### src/rtl/pkt_gen_tx_if.sv
// Packet-generator bus: burst command channel, valid/ready packet channel to the
// router, and status. master = generator side, slave = harness/router side.
interface pkt_gen_tx_if #(
   parameter int ADDR_W = 5,
   parameter int DATA_W = 8,
   parameter int LEN_W  = 5
);
   localparam int PKT_W = ADDR_W + DATA_W;

   logic              cmd_valid;
   logic              cmd_ready;
   logic [ADDR_W-1:0] cmd_addr;
   logic [LEN_W-1:0]  cmd_len;
   logic [DATA_W-1:0] cmd_data;
   logic [PKT_W-1:0]  packet;
   logic              valid;
   logic              ready;
   logic              busy;
   logic              done;
   logic [7:0]        sent_count;

   modport master (
      input  cmd_valid, cmd_addr, cmd_len, cmd_data, ready,
      output cmd_ready, packet, valid, busy, done, sent_count
   );

   modport slave (
      output cmd_valid, cmd_addr, cmd_len, cmd_data, ready,
      input  cmd_ready, packet, valid, busy, done, sent_count
   );
endinterface

### src/rtl/pkt_gen_tx.sv
// Transmit-side packet generator: accepts a burst command, then streams
// cmd_len+1 {addr,data} packets over valid/ready. Optional PKT_GEN_LFSR_EN
// switches the data advance from increment to an 8-bit Fibonacci LFSR.
//
// state  | meaning
// S_IDLE | waiting for a burst command (cmd_ready high once out of reset)
// S_SEND | presenting packets; advancing on each valid&&ready transfer
module pkt_gen_tx #(
   parameter int ADDR_W = 5,
   parameter int DATA_W = 8,
   parameter int LEN_W  = 5
) (
   input  logic          clk_i,
   input  logic          rst_ni,
   pkt_gen_tx_if.master  bus
);
   localparam int PKT_W = ADDR_W + DATA_W;

   typedef enum logic {
      S_IDLE = 1'b0,
      S_SEND = 1'b1
   } state_t;

   state_t            state_q, state_d;
   logic              armed_q, armed_d;
   logic [ADDR_W-1:0] addr_q,  addr_d;
   logic [DATA_W-1:0] data_q,  data_d;
   logic [LEN_W-1:0]  rem_q,   rem_d;
   logic              done_q,  done_d;
   logic [7:0]        sent_q,  sent_d;

   logic              cmd_ready_c;
   logic              valid_c;
   logic              accept;
   logic              xfer;
   logic              last;

   function automatic logic [DATA_W-1:0] data_advance(input logic [DATA_W-1:0] d);
`ifdef PKT_GEN_LFSR_EN
      return {d[6:0], d[7] ^ d[5] ^ d[4] ^ d[3]};
`else
      return d + {{(DATA_W-1){1'b0}}, 1'b1};
`endif
   endfunction

   // An all-zero seed would lock the LFSR, so it is forced to 1 on accept.
   function automatic logic [DATA_W-1:0] data_seed(input logic [DATA_W-1:0] d);
`ifdef PKT_GEN_LFSR_EN
      return (d == '0) ? {{(DATA_W-1){1'b0}}, 1'b1} : d;
`else
      return d;
`endif
   endfunction

   assign accept = bus.cmd_valid && cmd_ready_c;
   assign xfer   = valid_c && bus.ready;
   assign last   = xfer && (rem_q == '0);

   always_ff @(posedge clk_i or negedge rst_ni) begin
      if (!rst_ni) begin
         state_q <= S_IDLE;
         armed_q <= 1'b0;
         addr_q  <= '0;
         data_q  <= '0;
         rem_q   <= '0;
         done_q  <= 1'b0;
         sent_q  <= '0;
      end else begin
         state_q <= state_d;
         armed_q <= armed_d;
         addr_q  <= addr_d;
         data_q  <= data_d;
         rem_q   <= rem_d;
         done_q  <= done_d;
         sent_q  <= sent_d;
      end
   end

   always_comb begin
      state_d = state_q;
      armed_d = 1'b1;
      addr_d  = addr_q;
      data_d  = data_q;
      rem_d   = rem_q;
      done_d  = last;
      sent_d  = sent_q;

      case (state_q)
         S_IDLE: begin
            if (accept) begin
               state_d = S_SEND;
               addr_d  = bus.cmd_addr;
               rem_d   = bus.cmd_len;
               data_d  = data_seed(bus.cmd_data);
            end
         end
         S_SEND: begin
            if (last) begin
               state_d = S_IDLE;
            end else if (xfer) begin
               addr_d = addr_q + {{(ADDR_W-1){1'b0}}, 1'b1};
               data_d = data_advance(data_q);
               rem_d  = rem_q - {{(LEN_W-1){1'b0}}, 1'b1};
            end
         end
         default: state_d = S_IDLE;
      endcase

      if (xfer && (sent_q != 8'hFF)) begin
         sent_d = sent_q + 8'd1;
      end
   end

   // Outputs depend only on flops, so valid never follows ready combinationally.
   always_comb begin
      cmd_ready_c = armed_q && (state_q == S_IDLE);
      valid_c     = (state_q == S_SEND);
   end

   assign bus.cmd_ready  = cmd_ready_c;
   assign bus.valid      = valid_c;
   assign bus.busy       = valid_c;
   assign bus.packet     = {addr_q, data_q};
   assign bus.done       = done_q;
   assign bus.sent_count = sent_q;

endmodule

### src/flat_wrapper.sv
// flat-port wrapper written by rule: the top's interface ports become plain ports
module pkt_gen_tx_flat 
#(
   parameter int ADDR_W = 5,
   parameter int DATA_W = 8,
   parameter int LEN_W  = 5
)
  (clk_i, rst_ni, bus_cmd_valid, bus_cmd_addr, bus_cmd_len, bus_cmd_data, bus_ready, bus_cmd_ready, bus_packet, bus_valid, bus_busy, bus_done, bus_sent_count);
  pkt_gen_tx_if #(.ADDR_W(ADDR_W), .DATA_W(DATA_W), .LEN_W(LEN_W)) bus_i ();
  input  logic clk_i;
  input  logic rst_ni;
  input wire logic [$bits(bus_i.cmd_valid)-1:0] bus_cmd_valid;
  input wire logic [$bits(bus_i.cmd_addr)-1:0] bus_cmd_addr;
  input wire logic [$bits(bus_i.cmd_len)-1:0] bus_cmd_len;
  input wire logic [$bits(bus_i.cmd_data)-1:0] bus_cmd_data;
  input wire logic [$bits(bus_i.ready)-1:0] bus_ready;
  output wire logic [$bits(bus_i.cmd_ready)-1:0] bus_cmd_ready;
  output wire logic [$bits(bus_i.packet)-1:0] bus_packet;
  output wire logic [$bits(bus_i.valid)-1:0] bus_valid;
  output wire logic [$bits(bus_i.busy)-1:0] bus_busy;
  output wire logic [$bits(bus_i.done)-1:0] bus_done;
  output wire logic [$bits(bus_i.sent_count)-1:0] bus_sent_count;
  assign bus_i.cmd_valid = bus_cmd_valid;
  assign bus_i.cmd_addr = bus_cmd_addr;
  assign bus_i.cmd_len = bus_cmd_len;
  assign bus_i.cmd_data = bus_cmd_data;
  assign bus_i.ready = bus_ready;
  assign bus_cmd_ready = bus_i.cmd_ready;
  assign bus_packet = bus_i.packet;
  assign bus_valid = bus_i.valid;
  assign bus_busy = bus_i.busy;
  assign bus_done = bus_i.done;
  assign bus_sent_count = bus_i.sent_count;
  pkt_gen_tx #(.ADDR_W(ADDR_W), .DATA_W(DATA_W), .LEN_W(LEN_W)) u_core (.clk_i(clk_i), .rst_ni(rst_ni), .bus(bus_i));
endmodule
### config.mk
export PLATFORM = sky130hd
export DESIGN_NAME = pkt_gen_tx_flat
export DESIGN_NICKNAME = d
export VERILOG_FILES = /design/src/rtl/pkt_gen_tx_if.sv /design/src/rtl/pkt_gen_tx.sv /design/src/flat_wrapper.sv
export SDC_FILE = /design/constraint.sdc
export NUM_CORES = 1
export LEC_CHECK = 0
export ABC_AREA = 1
export BUFFER_PORTS_ARGS = -buffer_cell sky130_fd_sc_hd__buf_2
export CORE_MARGIN = 1
export CORE_UTILIZATION = 39
export DETAILED_ROUTE_END_ITERATION = 8
export SYNTH_ARGS = -nofsm -noshare
export SYNTH_HDL_FRONTEND = slang
export SYNTH_SLANG_ARGS = --single-unit
### constraint.sdc
create_clock -name clk_i -period 1.35 [get_ports clk_i]
set_input_delay 0.27 -clock clk_i [delete_from_list [all_inputs] [get_ports clk_i]]
set_output_delay 0.27 -clock clk_i [all_outputs]
set_load 0.01 [all_outputs]
==> flow_summary.json <==
{
  "grt_antenna_before_repair": 0,
  "syn_avg_cell_area_sq_um": 7.14,
  "numPlacedInstances": 360,
  "die-area_sq_mm": 0.00476,
  "vdd_drop_max_v": 0.00107,
  "finalCritPeriodShare_pct": 99.8,
  "combPwrFrac_pct": 57.6,
  "cp.arrival_ns": 1.53,
  "hold_start": "bus_cmd_data[7]",
  "rsz0062_at_grt": "true",
  "drt_iter0_drc": 35,
  "diodes": 0,
  "cts_tree": "built",
  "start_util_pct": 42.2,
  "p_int_mw": 3.67,
  "finalPower_mw": 6.34,
  "swShare_pct": 42.2,
  "hpwl_mm": 2.98,
  "synth_cell_types": 27,
  "drive_gt1_share_pct": 39.4,
  "synth-seq-cells": 29,
  "drtAntennaViolNets": 0,
  "r2r_start": "u_core.rem_q[0]",
  "netlist.area_leader.share_pct": 41.5,
  "clk_pin_slew_ns": 0.06,
  "fin_crit_ns": 1.35,
  "holdPathEnd": "u_core.data_q[7]",
  "fin_nets": 350,
  "die_y_um": 69.0,
  "seq_power_share_pct": 25.3,
  "path_class": "flip-flop to flip-flop",
  "place.gp.congestion": 0.782,
  "path_depth": 8,
  "path_cells": "inv_2 > ha_4 > nand4_4 > nand2_4 > nand2_8 > clkbuf_16 > nand3_2 > nand2_1",
  "hp-class": "input pin to flip-flop",
  "drc": 0,
  "n_fill_cell": 394,
  "vias": 1788,
  "syn-num-nets": 271,
  "synthTopCellsByArea": "dfrtp_1, nand2_1, nand3_1",
  "max_freq_mhz": 742,
  "required_ns": 1.53,
  "clk_root_buffer_cell": "clkbuf_8",
  "max-clock-path-buffers": 2,
  "clock_skew_ns": 0.00270,
  "hold_viol": 0,
  "outcome": "complete, no violations",
  "first_global_vias": 1611,
  "crit_family": "simple AND/OR/NAND/NOR gates",
  "htreeDepth": 2,
  "path_buf_inv": 2,
  "clockPowerShare_pct": 17.1,
  "r2r_end": "u_core.data_q[2]",
  "area_growth_pct": 50.0,
  "worstSkewPairLatency_ns": 0.29,
  "synth-warning-count": 0,
  "synth_seq_area_share_pct": 41.5,
  "cts_sinks": 29,
  "rrSetupSlack_ns": 0.002,
  "end_kind": "flip-flop",
  "finalSetupViolations": 0,
  "syn_area_sq_mm": 0.00175,
  "via_per_inst": 4.77,
  "cp_slowest_stage_delay_ns": 0.39,
  "wire_per_inst_um": 11.8,
  "io_pins": 47,
  "async_reset_ff_share_pct": 100,
  "finalNonFillerCells": 375,
  "rows": 23,
  "core_sq_mm": 0.00414,
  "reg2reg_depth": 8,
  "drt_pass1_iterations": 4,
  "power.leakage_nw": 1.43,
  "path_max_fanout": 7,
  "grt_pass1_wl_mm": 6.92,
  "max_cap_viol_count": 0,
  "netSwitchingPower_mw": 2.68,
  "synth_area_leader_cell": "dfrtp_1",
  "globalRoute.totalOverflow": 0,
  "grt_max_degree": 30,
  "cts_made_buffers": 5,
  "slowest_stage": "dfrtp_1",
  "syn_inst": 245,
  "die_x_um": 69.0,
  "powerDensity_mw_per_mm2": 2420,
  "holdPathStages": 5,
  "track_usage_pct": 20.3,
  "synth_edf_count": 0,
  "synth_flop_cell": "dfrtp_1",
  "startpoint": "u_core.rem_q[0]",
  "drt_wl_total_mm": 4.42,
  "numPortBuffers": 46,
  "start_kind": "flip-flop",
  "slew_violations": 0
}
-- flip-flops by register name (all words and copies together) (netlist names) --
name                   cells
u_core.rem_q               5
u_core.data_q              8
u_core.bus.busy            1
u_core.bus.sent_count      8
u_core.addr_q              5
u_core.bus.done            1
u_core.armed_q             1
-- cells in the mapped netlist, types with 3 or more instances --
library cell	n
xnor2_1	5
nand2_1	108
nor2_1	9
xor2_1	3
dfrtp_1	29
inv_2	3
o21ai_0	10
ha_1	4
clkbuf_1	3
inv_1	18
nand3_1	28
-- layout make-up --
type                       instances  area [sq um]  share of cell area [%]
timing repair buffer              79           553                    21.1
sequential                        29           727                    27.7
clock buffer                       5          68.8                    2.62
inverter                          21          81.3                    3.10
tap                               50          62.6                    2.38
clock inverter                     3          65.1                    2.48
multi-input combinational        188          1070                    40.7
-- through the flow --
step / setup TNS [ns] / util [%] / hold slack (ns) / area (sq um) / setup slack (ns)
final: 0 / 63.4 / 0.269 / 2630 / 0.00242
after global routing: -0.895 / 63.4 / 0.311 / 2630 / -0.0829
after CTS: -0.00337 / 57.5 / 0.268 / 2380 / -0.00213
after detailed placement: 0 / 53.8 / 0.301 / 2230 / 0.00906
after global placement: 0 / 53.8 / 0.300 / 2230 / 0.0325
after floorplan: 0 / - / -0.0256 / 1770 / 0.0129
-- worst min-delay path, cell delays in order --
cell	delay [ns]
buf_2	0.07
nand2_1	0.04
nand2_1	0.05
nand2_1	0.04
nand2_1	0.04
-- kinds of logic (layout without fill, tap and decap cells) --
logic type / count (synthesis) / after routing / synth area share (%)
other: 1 / 1 / 0.214
adder cells (fa/ha/maj): 4 / 4 / 2.86
AND/OR/NAND/NOR: 158 / 159 / 39.0
AO/OA/AOI/OAI: 16 / 16 / 4.86
flip-flops: 29 / 29 / 41.5
buffers and inverters: 29 / 108 / 7.65
XOR/XNOR: 8 / 8 / 4.00
-- repair_timing --
action	in CTS	in global routing
pin swaps	2	17
gates cloned	0	2
gates resized for setup	2	40
setup buffers	0	5
hold buffers	1	0
setup endpoints to repair	6	28
hold endpoints to repair	29	0
-- cell usage in the layout (no fill, tap or decap), types with 3 or more instances in the layout --
cell type	Yosys	routed
nand2_1	108	101
nand2_4	2	3
xor2_1	3	3
buf_4	1	25
o21ai_0	10	7
dfrtp_1	29	28
buf_12	0	3
buf_2	2	45
inv_2	3	4
xnor2_1	5	4
clkbuf_8	0	5
nand2_2	2	7
nand3_2	0	14
o21ai_1	2	4
inv_1	18	16
nand3_1	28	14
buf_6	1	4
nor2_1	9	8
-- how the worst max path moves through the flow --
stage	slack, ns	end
floorplan	0.01	u_core.data_q[3]
global placement	0.03	u_core.rem_q[3]
detailed placement	0.009	u_core.data_q[6]
CTS	-0.002	u_core.data_q[4]
global route	-0.08	u_core.bus.sent_count[2]
finish	0.002	u_core.data_q[2]
-- power groups by stage --
stage                     sequential (mW)  clock, mW  combinational (mW)
after detailed placement             1.58          0                3.02
after global routing                 1.66       1.14                4.14
after floorplan                      1.72          0                1.72
after global placement               1.58          0                2.99
final                                1.60       1.08                3.66
after CTS                            1.58       1.10                3.06
-- routing by layer --
layer	GRT usage, %	wire, um	vias to the layer above
li1	-	-	925
met2	34.8	2090	42
met5	0	0	-
met1	23.6	2070	814
met3	5.92	189	7
met4	8.16	67	0
(Power assumes the default switching activity.)
